## src/rtl/dw_accum_dx_pkg.sv

```systemverilog
// Shared types and saturation constants for the duplex saturating accumulator.
package dw_accum_dx_pkg;

  typedef enum logic [1:0] {
    IDLE = 2'd0,
    ACC  = 2'd1,
    HOLD = 2'd2
  } state_e;

  typedef struct packed {
    logic       dplx;
    logic       tc;
    logic       sat;
    logic [7:0] acc_len;
  } mode_t;

  localparam int MAX_LANE_W = 64;

  // Largest representable lane value: 0 followed by ones when signed, all ones otherwise.
  function automatic logic [MAX_LANE_W-1:0] lane_max(input int w, input logic tc);
    logic [MAX_LANE_W-1:0] ones;
    ones = '1;
    lane_max = tc ? (ones >> (MAX_LANE_W + 1 - w)) : (ones >> (MAX_LANE_W - w));
  endfunction

  function automatic logic [MAX_LANE_W-1:0] lane_min(input int w, input logic tc);
    lane_min = tc ? (MAX_LANE_W'(1) << (w - 1)) : '0;
  endfunction

endpackage

```

## src/rtl/dw_accum_dx_if.sv

```systemverilog
// Sample-in / total-out handshake bundle for dw_accum_dx.
interface dw_accum_dx_if #(
  parameter int width = 8
);
  logic             in_valid;
  logic             in_ready;
  logic [width-1:0] din;
  logic             out_valid;
  logic             out_ready;
  logic [width-1:0] acc_out;
  logic             ovf1;
  logic             ovf2;

  modport master (
    output in_valid, din, out_ready,
    input  in_ready, out_valid, acc_out, ovf1, ovf2
  );

  modport slave (
    input  in_valid, din, out_ready,
    output in_ready, out_valid, acc_out, ovf1, ovf2
  );
endinterface

```

## src/rtl/dw_accum_lane.sv

```systemverilog
// Combinational lane adder: add with carry-in, overflow detect, optional clamp.
module dw_accum_lane
  import dw_accum_dx_pkg::*;
#(
  parameter int lane_w = 4
) (
  input  logic [lane_w-1:0] a,
  input  logic [lane_w-1:0] b,
  input  logic              cin,
  input  logic              tc,
  input  logic              sat,
  output logic [lane_w-1:0] res,
  output logic              ovf
);
  localparam logic [MAX_LANE_W-1:0] MAX_U = lane_max(lane_w, 1'b0);
  localparam logic [MAX_LANE_W-1:0] MAX_S = lane_max(lane_w, 1'b1);
  localparam logic [MAX_LANE_W-1:0] MIN_S = lane_min(lane_w, 1'b1);

  logic [lane_w:0] sum;

  always_comb begin
    sum = {1'b0, a} + {1'b0, b} + {{lane_w{1'b0}}, cin};
    // Unsigned overflow is the raw carry, which also serves as the chain carry.
    if (tc) ovf = (a[lane_w-1] == b[lane_w-1]) && (sum[lane_w-1] != a[lane_w-1]);
    else    ovf = sum[lane_w];
    res = sum[lane_w-1:0];
    if (sat && ovf) begin
      if (!tc)              res = MAX_U[lane_w-1:0];
      else if (a[lane_w-1]) res = MIN_S[lane_w-1:0];
      else                  res = MAX_S[lane_w-1:0];
    end
  end
endmodule

```

## src/rtl/dw_accum_dx.sv

```systemverilog
// Duplex-capable saturating block accumulator with valid/ready result port.
// Optional per-lane averaging shift enabled by defining DW_ACCUM_DX_AVG_EN.
module dw_accum_dx
  import dw_accum_dx_pkg::*;
#(
  parameter  int width    = 8,
  parameter  int p1_width = 4,
  localparam int p2_width = width - p1_width
) (
  input  logic       clk,
  input  logic       rst_n,
  input  logic       clr,
  input  logic       dplx,
  input  logic       tc,
  input  logic       sat,
  input  logic [7:0] acc_len,
`ifdef DW_ACCUM_DX_AVG_EN
  input  logic [3:0] shamt,
`endif
  dw_accum_dx_if.slave bus
);
  state_e           state_q, state_d;
  mode_t            mode_q, mode_d, cur_mode;
  logic [7:0]       cnt_q, cnt_d, len_eff;
  logic [width-1:0] acc_q, acc_d, sum, nxt, fin;
  logic             ovf1_q, ovf1_d, ovf2_q, ovf2_d;
  logic             out_valid_q, out_valid_d;
  logic             hs;

  logic [p1_width-1:0] res_lo, lo_fix;
  logic [p2_width-1:0] res_hi;
  logic                ovf_lo, ovf_hi, lo_tc, lo_sat, hi_cin;

`ifdef DW_ACCUM_DX_AVG_EN
  logic [3:0] shamt_q, shamt_d, cur_shamt;

  // Per-lane right shift; bits shifted in from above the lane MSB are sign or zero.
  function automatic logic [width-1:0] avg_shift(input logic [width-1:0] v, input logic dp,
                                                 input logic sg, input logic [3:0] sh);
    int   base, w, idx;
    logic s;
    avg_shift = '0;
    for (int i = 0; i < width; i++) begin
      if (dp && i >= p1_width) begin base = p1_width; w = p2_width; end
      else if (dp)             begin base = 0;        w = p1_width; end
      else                     begin base = 0;        w = width;    end
      s   = sg & v[base + w - 1];
      idx = i + int'(sh);
      avg_shift[i] = (idx < base + w) ? v[idx] : s;
    end
  endfunction
`endif

  // Mode inputs only matter when a block starts; afterwards the latched copy rules.
  assign cur_mode = (state_q == IDLE) ? {dplx, tc, sat, acc_len} : mode_q;
  assign len_eff  = (cur_mode.acc_len == 8'd0) ? 8'd1 : cur_mode.acc_len;
  assign hs       = bus.in_valid && bus.in_ready;

  // In full-width mode the low lane is a plain unsigned wrap adder whose carry feeds the high lane.
  assign lo_tc  = cur_mode.dplx & cur_mode.tc;
  assign lo_sat = cur_mode.dplx & cur_mode.sat;
  assign hi_cin = ~cur_mode.dplx & ovf_lo;

  dw_accum_lane #(.lane_w(p1_width)) u_lane_lo (
    .a(acc_q[p1_width-1:0]), .b(bus.din[p1_width-1:0]), .cin(1'b0),
    .tc(lo_tc), .sat(lo_sat), .res(res_lo), .ovf(ovf_lo)
  );

  dw_accum_lane #(.lane_w(p2_width)) u_lane_hi (
    .a(acc_q[width-1:p1_width]), .b(bus.din[width-1:p1_width]), .cin(hi_cin),
    .tc(cur_mode.tc), .sat(cur_mode.sat), .res(res_hi), .ovf(ovf_hi)
  );

  always_comb begin
    lo_fix = res_lo;
    // A saturated full word clamps the low bits too: ones, except zeros for signed negative.
    if (!cur_mode.dplx && cur_mode.sat && ovf_hi)
      lo_fix = {p1_width{cur_mode.tc ? ~res_hi[p2_width-1] : 1'b1}};
    sum = {res_hi, lo_fix};
    nxt = (state_q == IDLE) ? bus.din : sum;
`ifdef DW_ACCUM_DX_AVG_EN
    cur_shamt = (state_q == IDLE) ? shamt : shamt_q;
    fin       = avg_shift(nxt, cur_mode.dplx, cur_mode.tc, cur_shamt);
`else
    fin       = nxt;
`endif
  end

  always_comb begin
    state_d     = state_q;
    mode_d      = mode_q;
    cnt_d       = cnt_q;
    acc_d       = acc_q;
    ovf1_d      = ovf1_q;
    ovf2_d      = ovf2_q;
    out_valid_d = out_valid_q;
`ifdef DW_ACCUM_DX_AVG_EN
    shamt_d     = shamt_q;
`endif
    case (state_q)
      IDLE: if (hs) begin
        mode_d = cur_mode;
        cnt_d  = 8'd1;
        acc_d  = nxt;
        ovf1_d = 1'b0;
        ovf2_d = 1'b0;
`ifdef DW_ACCUM_DX_AVG_EN
        shamt_d = shamt;
`endif
        if (len_eff == 8'd1) begin
          state_d     = HOLD;
          out_valid_d = 1'b1;
          acc_d       = fin;
        end else begin
          state_d = ACC;
        end
      end
      ACC: if (hs) begin
        cnt_d  = cnt_q + 8'd1;
        acc_d  = nxt;
        ovf1_d = ovf1_q | (cur_mode.dplx & ovf_lo);
        ovf2_d = ovf2_q | ovf_hi;
        if (cnt_d == len_eff) begin
          state_d     = HOLD;
          out_valid_d = 1'b1;
          acc_d       = fin;
        end
      end
      HOLD: if (bus.out_ready) begin
        state_d     = IDLE;
        out_valid_d = 1'b0;
      end
      default: begin
        state_d     = IDLE;
        out_valid_d = 1'b0;
      end
    endcase
    if (clr) begin
      state_d     = IDLE;
      out_valid_d = 1'b0;
      cnt_d       = 8'd0;
      acc_d       = '0;
      ovf1_d      = 1'b0;
      ovf2_d      = 1'b0;
    end
  end

  always_ff @(posedge clk) begin
    if (!rst_n) begin
      state_q     <= IDLE;
      mode_q      <= '0;
      cnt_q       <= 8'd0;
      acc_q       <= '0;
      ovf1_q      <= 1'b0;
      ovf2_q      <= 1'b0;
      out_valid_q <= 1'b0;
`ifdef DW_ACCUM_DX_AVG_EN
      shamt_q     <= 4'd0;
`endif
    end else begin
      state_q     <= state_d;
      mode_q      <= mode_d;
      cnt_q       <= cnt_d;
      acc_q       <= acc_d;
      ovf1_q      <= ovf1_d;
      ovf2_q      <= ovf2_d;
      out_valid_q <= out_valid_d;
`ifdef DW_ACCUM_DX_AVG_EN
      shamt_q     <= shamt_d;
`endif
    end
  end

  assign bus.in_ready  = rst_n && (state_q != HOLD);
  assign bus.out_valid = out_valid_q;
  assign bus.acc_out   = acc_q;
  assign bus.ovf1      = ovf1_q;
  assign bus.ovf2      = ovf2_q;
endmodule

```

## src/flat_wrapper.sv

```systemverilog
// flat-port wrapper written by rule: the top's interface ports become plain ports
module dw_accum_dx_flat import dw_accum_dx_pkg::*;
#(
  parameter  int width    = 8,
  parameter  int p1_width = 4,
  localparam int p2_width = width - p1_width
)
  (clk, rst_n, clr, dplx, tc, sat, acc_len, bus_in_valid, bus_din, bus_out_ready, bus_in_ready, bus_out_valid, bus_acc_out, bus_ovf1, bus_ovf2);
  dw_accum_dx_if #(.width(width)) bus_i ();
  input  logic clk;
  input  logic rst_n;
  input  logic clr;
  input  logic dplx;
  input  logic tc;
  input  logic sat;
  input  logic [7:0] acc_len;
  input wire logic [$bits(bus_i.in_valid)-1:0] bus_in_valid;
  input wire logic [$bits(bus_i.din)-1:0] bus_din;
  input wire logic [$bits(bus_i.out_ready)-1:0] bus_out_ready;
  output wire logic [$bits(bus_i.in_ready)-1:0] bus_in_ready;
  output wire logic [$bits(bus_i.out_valid)-1:0] bus_out_valid;
  output wire logic [$bits(bus_i.acc_out)-1:0] bus_acc_out;
  output wire logic [$bits(bus_i.ovf1)-1:0] bus_ovf1;
  output wire logic [$bits(bus_i.ovf2)-1:0] bus_ovf2;
  assign bus_i.in_valid = bus_in_valid;
  assign bus_i.din = bus_din;
  assign bus_i.out_ready = bus_out_ready;
  assign bus_in_ready = bus_i.in_ready;
  assign bus_out_valid = bus_i.out_valid;
  assign bus_acc_out = bus_i.acc_out;
  assign bus_ovf1 = bus_i.ovf1;
  assign bus_ovf2 = bus_i.ovf2;
  dw_accum_dx #(.width(width), .p1_width(p1_width)) u_core (.clk(clk), .rst_n(rst_n), .clr(clr), .dplx(dplx), .tc(tc), .sat(sat), .acc_len(acc_len), .bus(bus_i));
endmodule
```

## config.mk

```make
export PLATFORM = sky130hd
export DESIGN_NAME = dw_accum_dx_flat
export DESIGN_NICKNAME = d
export VERILOG_FILES = /design/src/rtl/dw_accum_dx_pkg.sv /design/src/rtl/dw_accum_dx_if.sv /design/src/rtl/dw_accum_lane.sv /design/src/rtl/dw_accum_dx.sv /design/src/flat_wrapper.sv
export SDC_FILE = /design/constraint.sdc
export NUM_CORES = 1
export LEC_CHECK = 0
export ABC_CLOCK_PERIOD_IN_PS = 3800
export CAP_MARGIN = 20
export CORE_AREA = 4 4 74 76
export CTS_BUF_LIST = sky130_fd_sc_hd__clkbuf_4 sky130_fd_sc_hd__clkbuf_8
export CTS_CLUSTER_DIAMETER = 50
export CTS_CLUSTER_SIZE = 10
export DETAILED_ROUTE_END_ITERATION = 6
export DIE_AREA = 0 0 78 80
export PLACE_DENSITY = 0.88
export REMOVE_ABC_BUFFERS = 1
export SLEW_MARGIN = 20
export SYNTH_ARGS = -nofsm -noshare
export SYNTH_HDL_FRONTEND = slang
export SYNTH_SLANG_ARGS = --single-unit
```

## constraint.sdc

```tcl
create_clock -name clk -period 3.8 [get_ports clk]
set_clock_uncertainty 0.1 [all_clocks]
set_input_delay 0.76 -clock clk [delete_from_list [all_inputs] [get_ports clk]]
set_output_delay 0.76 -clock clk [all_outputs]
set_load 0.02 [all_outputs]
```

Word-level counts from Yosys, hierarchy flattened. Index checks and enable logic that the tools add are counted.

Bits in registers: 32. Input port bits: 24. Output and inout port bits: 12. Word-level logic and storage cells: 89.

$add $sub $neg: 4. Eq/ne operators: 14. Muxes and demuxes: 33. Bitwise operators: 9. Reduce and logical (&&, ||, !) cells: 19.

Operators by type and width (count): 8-bit 2-to-1 mux (4); 4-bit 2-to-1 mux (7); 8-bit one-hot mux with 2 select lines (1); 1-bit 2-to-1 mux (11); 11-bit 2-to-1 mux (1); 4-bit by 4-bit adder with 5-bit output (2); 2-bit 2-to-1 mux (5); 8-bit by 1-bit adder with 8-bit output, second input constant (1); 8-bit by 1-bit == test with 1-bit output, second input constant (1); 8-bit == test (1); 1-bit logical AND (8); 8-bit zero test (1); 2-bit by 1-bit inequality test with 1-bit output, second input constant (3); 2-bit inequality test, second input constant (3); 2-bit one-hot mux with 3 select lines (1); 5-bit by 1-bit adder with 5-bit output (1); 5-bit AND reduction (1); 1-bit bitwise AND (4); 1-bit one-hot mux with 2 select lines (2); 2-bit AND reduction (2); 4-bit AND reduction (1); 2-bit OR reduction (2); 1-bit inverter (3); 1-bit one-hot mux with 3 select lines (1); 9 further kinds (12).

Depth between registers and ports, before layout.
Depth after elaboration: 15. Gate-level depth with buffers: 13. Gate-level depth less buffers: 13.

Hierarchy. From an unflattened synthesis, not the netlist that was laid out.

Cells, all modules: 294. Area, all modules: 2446.1 sq um.

Modules (own cells, without submodules): dw_accum_dx (times used 1, cells an instance 238, area each 1893.1 sq um, sequential area each 640.6 sq um); dw_accum_lane (times used 2, cells an instance 28, area each 276.5 sq um, sequential area each 0.0 sq um).

Worst setup path after synthesis. No wires, ideal clock.

Path kind: input port to flip-flop. From: in bus_din[0]. To: reg u_core.acc_q[3], in the netlist u_core.bus.acc_out[3]. Library setup time: 0.122 ns. Data arrival time: 3.960 ns. Data required time: 3.578 ns. Slack: -0.382 ns. Stages on the path: 13. Buffers on the path: 0. Cell sequence: ha_1 > fa_1 > a21o_1 > a21oi_1 > nor2_1 > fa_1 > fa_1 > a21o_1 > a21oi_1 > o22ai_1 > a211o_1 > nor2b_1 > a311o_1.

Longest elaborated chain between the ends: 15.

RTL lines: from (decl) (RTL line flat_wrapper.sv:18) `input wire logic [$bits(bus_i.din)-1:0] bus_din;`; 4-bit by 4-bit adder with 5-bit output * (RTL line dw_accum_lane.sv:22) `sum = {1'b0, a} + {1'b0, b} + {{lane_w{1'b0}}, cin};`; 1-bit inequality test (RTL line dw_accum_lane.sv:24) `if (tc) ovf = (a[lane_w-1] == b[lane_w-1]) && (sum[lane_w-1] != a[lane_w-1]);`; 1-bit logical AND (RTL line dw_accum_lane.sv:24); 1-bit 2-to-1 mux (RTL line dw_accum_lane.sv:24); 1-bit bitwise AND (RTL line dw_accum_dx.sv:62) `assign hi_cin = ~cur_mode.dplx & ovf_lo;`; 5-bit by 1-bit adder with 5-bit output (RTL line dw_accum_lane.sv:22); 1-bit inequality test (RTL line dw_accum_lane.sv:24); 1-bit logical AND (RTL line dw_accum_lane.sv:24); 1-bit 2-to-1 mux (RTL line dw_accum_lane.sv:24); 1-bit logical AND (RTL line dw_accum_lane.sv:27) `if (sat && ovf) begin`; 4-bit 2-to-1 mux (RTL line dw_accum_lane.sv:27); 1-bit inverter (RTL line dw_accum_dx.sv:78) `lo_fix = {p1_width{cur_mode.tc ? ~res_hi[p2_width-1] : 1'b1}};`; 1-bit 2-to-1 mux (RTL line dw_accum_dx.sv:78); 4-bit 2-to-1 mux * (RTL line dw_accum_dx.sv:77) `if (!cur_mode.dplx && cur_mode.sat && ovf_hi)`; 8-bit 2-to-1 mux * (RTL line dw_accum_dx.sv:80) `nxt = (state_q == IDLE) ? bus.din : sum;`; to (signal assigned) (RTL line dw_accum_dx.sv:153) `acc_q <= '0;`; to (signal assigned) (RTL line dw_accum_dx.sv:164) `acc_q <= acc_d;`; to (decl) (RTL line dw_accum_dx.sv:25) `logic [width-1:0] acc_q, acc_d, sum, nxt, fin;`.

Every way passes the cells marked *; elsewhere a longest branch is shown, timed or not. A chain may end at the register's enable or synchronous reset.

Final worst setup path.
From: in bus_din[0]. To: reg u_core.acc_q[1], in the netlist u_core.bus.acc_out[1].

Same word-level chain as after synthesis.

==> impl_metrics.ini <==
[synthesis]
synth-edff-count = 0
ys_top_cells_by_area = dfxtp_1 (27%), nand2_1 (5.2%), a21oi_1 (4.4%)
yosysTopAreaCellShare_pct = 26.8
synth_flop_cell = dfxtp_1
syn-mean-instance-area_um2 = 7.80
syn_area_um2 = 2390
ys_types = 53
ys_warn_count = 0
synth-seq-cells = 32
async_reset_ff_share_pct = 0
syn_inst = 307
synth-seq-area-share_pct = 26.8
synth_top_cell_by_area = dfxtp_1

[floorplanning]
die_h_um = 80
initial_core_util_pct = 50.7
rows = 25
die_w_um = 78
die-area_um2 = 6240
core_area_um2 = 4720
io_pins = 36

[worst_setup_path]
crit_top_cell = fa_2
worstPathMaxFanout = 3
critPathLaunch = bus_din[0]
crit_path_start_kind = input port
crit_family = compound AO/OA/AOI/OAI gates
timing.critical_path.cells = clkbuf_2 -> ha_4 -> fa_2 -> a21o_1 -> a21oi_2 -> nor2_2 -> fa_2 -> fa_2 -> a21o_1 -> a21oi_2 -> o22ai_2 -> a211o_1 -> buf_4 -> a221oi_2 -> a21oi_1
r2r-start = u_core.bus.acc_out[0]
critPathKind = in2reg
slowest_delay_ns = 0.35
endpoint_kind = flip-flop
slowest_stage = fa_2
cp.required_ns = 3.88
critPathBufInv = 2
cp.arrival_ns = 3.71

[sta]
final.setup.worst_slack_ns = 0.164
hold_viol_final = 0
whs_ns = 0.386
setup_viol = 0
period_share_pct = 95.7
worstMarginPinSlew_ns = 0.535
slew_headroom_pct = 64.0
drv_slew = 0
setup_tns_ns = 0
rsz0062_at_grt = false
clock.fmax_mhz = 275
min_period_ns = 3.64

[cts]
clock_sinks = 32
clk_pin_slew_ns = 0.07
cts_tree = done
htree_levels = 2
ctsRootBufferMaster = clkbuf_8
clockBufferDepth = 2
cts_made_buffers = 5
worstSkewPairLatency_ns = 0.29
cts_hold_buf = 0

[power]
p_comb_share_pct = 24.1
pwr-share-seq_pct = 41.9
p_leak_nw = 1.17
swShare_pct = 29.7
p_sw_uw = 255
internal-power_uw = 604
p_per_area_nw_per_um2 = 282
power_uw = 859
clkPwrFrac_pct = 34.1
ir_drop_uv = 181

[placement]
dp.final_hpwl_um = 4860
io_buffer_count = 35
dp_cells = 408
dpl_cell_area_um2 = 2870
dp_slack_ns = -0.817
place_congestion = 0.881

[cells_and_area]
post-route-util_pct = 64.5
drive_gt1_share_pct = 13.7
finalInstanceArea_um2 = 3050
area_growth_pct = 27.2
final_cell_mix = nand2_1 (33), clkdlybuf4s50_1 (32), dfxtp_1 (32)
final_common_cell = nand2_1
antenna_cells = 0
fill_cells = 411
fin_nets = 385
stdcell_count = 418

[job]
max_cap_violations = 0

[drt]
drc = 0
dr_total_vias = 2503
first_iter_violations = 242
wl_per_cell_um = 16.1
wl_um = 6710
drtAntennaViolNets = 0
via_per_inst = 5.99
firstDrtPassIters = 4

[global_route]
grt_first_pass_wirelength_um = 11100
antenna_found_initial = 0
gr-total-overflow = 0
grt_pass1_vias = 2479
grt_max_degree = 27
track_usage_pct = 21.9

[run_status]
status = finished, final reports clean

[hold_path]
min_from = u_core.mode_q[0]
hold_class = reg2reg
[synthesized netlist by cell type, drive strengths merged, types with 3 or more instances]
cell    count
o31ai       3
or2         4
nor2       20
o21a        6
or3         5
a31oi       7
clkbuf     15
nand2      33
nor4b       3
dfxtp      32
mux2i       5
nor4        4
ha          8
nor3b       8
a21o        7
a221oi      5
a21oi      21
o211a       3
o22ai       3
a21boi      9
o211ai      6
buf         4
inv        12
nand3       8
and3        3
nor3       11
xnor2      10
nor2b       3
o21ai      16
or4         3
fa          3
[cells by family (layout without fill, tap and decap cells)]
kind of cell	after synthesis	count (layout)	synth area share (%)
flip-flops	32	32	26.8
multiplexers	5	5	2.09
buffers and inverters	31	75	5.85
AND/OR/NAND/NOR	115	115	25.1
XOR/XNOR	12	12	4.39
AO/OA/AOI/OAI	101	101	29.1
adder cells (fa/ha/maj)	11	11	6.69
[layer usage]
metal | wire length [um] | global-route usage, %
met1 | 2770 | 25.6
met2 | 3290 | 39.7
met3 | 563 | 4.74
met4 | 87 | 6.82
met5 | 0 | 0
[worst register-to-register path, delay by kind of cell (launching register included)]
kind | cells | cell delay, ns
adders and majority gates | 4 | 1.24
AOI/OAI and AO/OA | 8 | 1.42
buffers and inverters | 1 | 0.16
and+or+nand+nor | 1 | 0.06
DFF | 1 | 0.37
[path summary, 6_finish.rpt]
path / endpoint / slack, ns / depth (start not counted)
worst min register to register: u_core.mode_q[0] / 0.39 / 2
worst max-delay path: u_core.bus.acc_out[1] / 0.16 / 15
worst max register to register: u_core.bus.acc_out[1] / 0.35 / 14
worst min-delay path: u_core.mode_q[0] / 0.39 / 2
[state kept, by name (all words and copies together) (netlist names)]
| name | cells |
|---|---|
| u_core.state_q | 2 |
| u_core.mode_q | 11 |
| u_core.cnt_q | 8 |
| u_core.bus.ovf2 | 1 |
| u_core.bus.out_valid | 1 |
| u_core.bus.ovf1 | 1 |
| u_core.bus.acc_out | 8 |
[power by group through the flow]
stage / logic [mW] / clock network, mW / registers (mW)
6_report: 0.207 / 0.293 / 0.360
5_1_grt: 0.224 / 0.312 / 0.361
4_1_cts: 0.202 / 0.296 / 0.359
3_5_place_dp: 0.196 / 0 / 0.366
3_3_place_gp: 0.190 / 0 / 0.366
2_1_floorplan: 0.106 / 0 / 0.371
[repair_timing]
item | CTS | global route
endpoints found under the setup margin | 9 | 6
setup buffers | 2 | 0
resized for setup | 15 | 4
hold endpoints to repair | 0 | 0
pin swaps | 12 | 7
[cell type report]
| cell class | instances | area [um2] | area share, % |
|---|---|---|---|
| clock buffer | 8 | 97.6 | 3.20 |
| sequential | 32 | 641 | 21.0 |
| tap | 67 | 83.8 | 2.75 |
| timing repair buffer | 55 | 497 | 16.3 |
| inverter | 12 | 45.0 | 1.48 |
| multi-input combinational | 244 | 1680 | 55.2 |
Note: power is estimated with default switching activity, not from simulation.
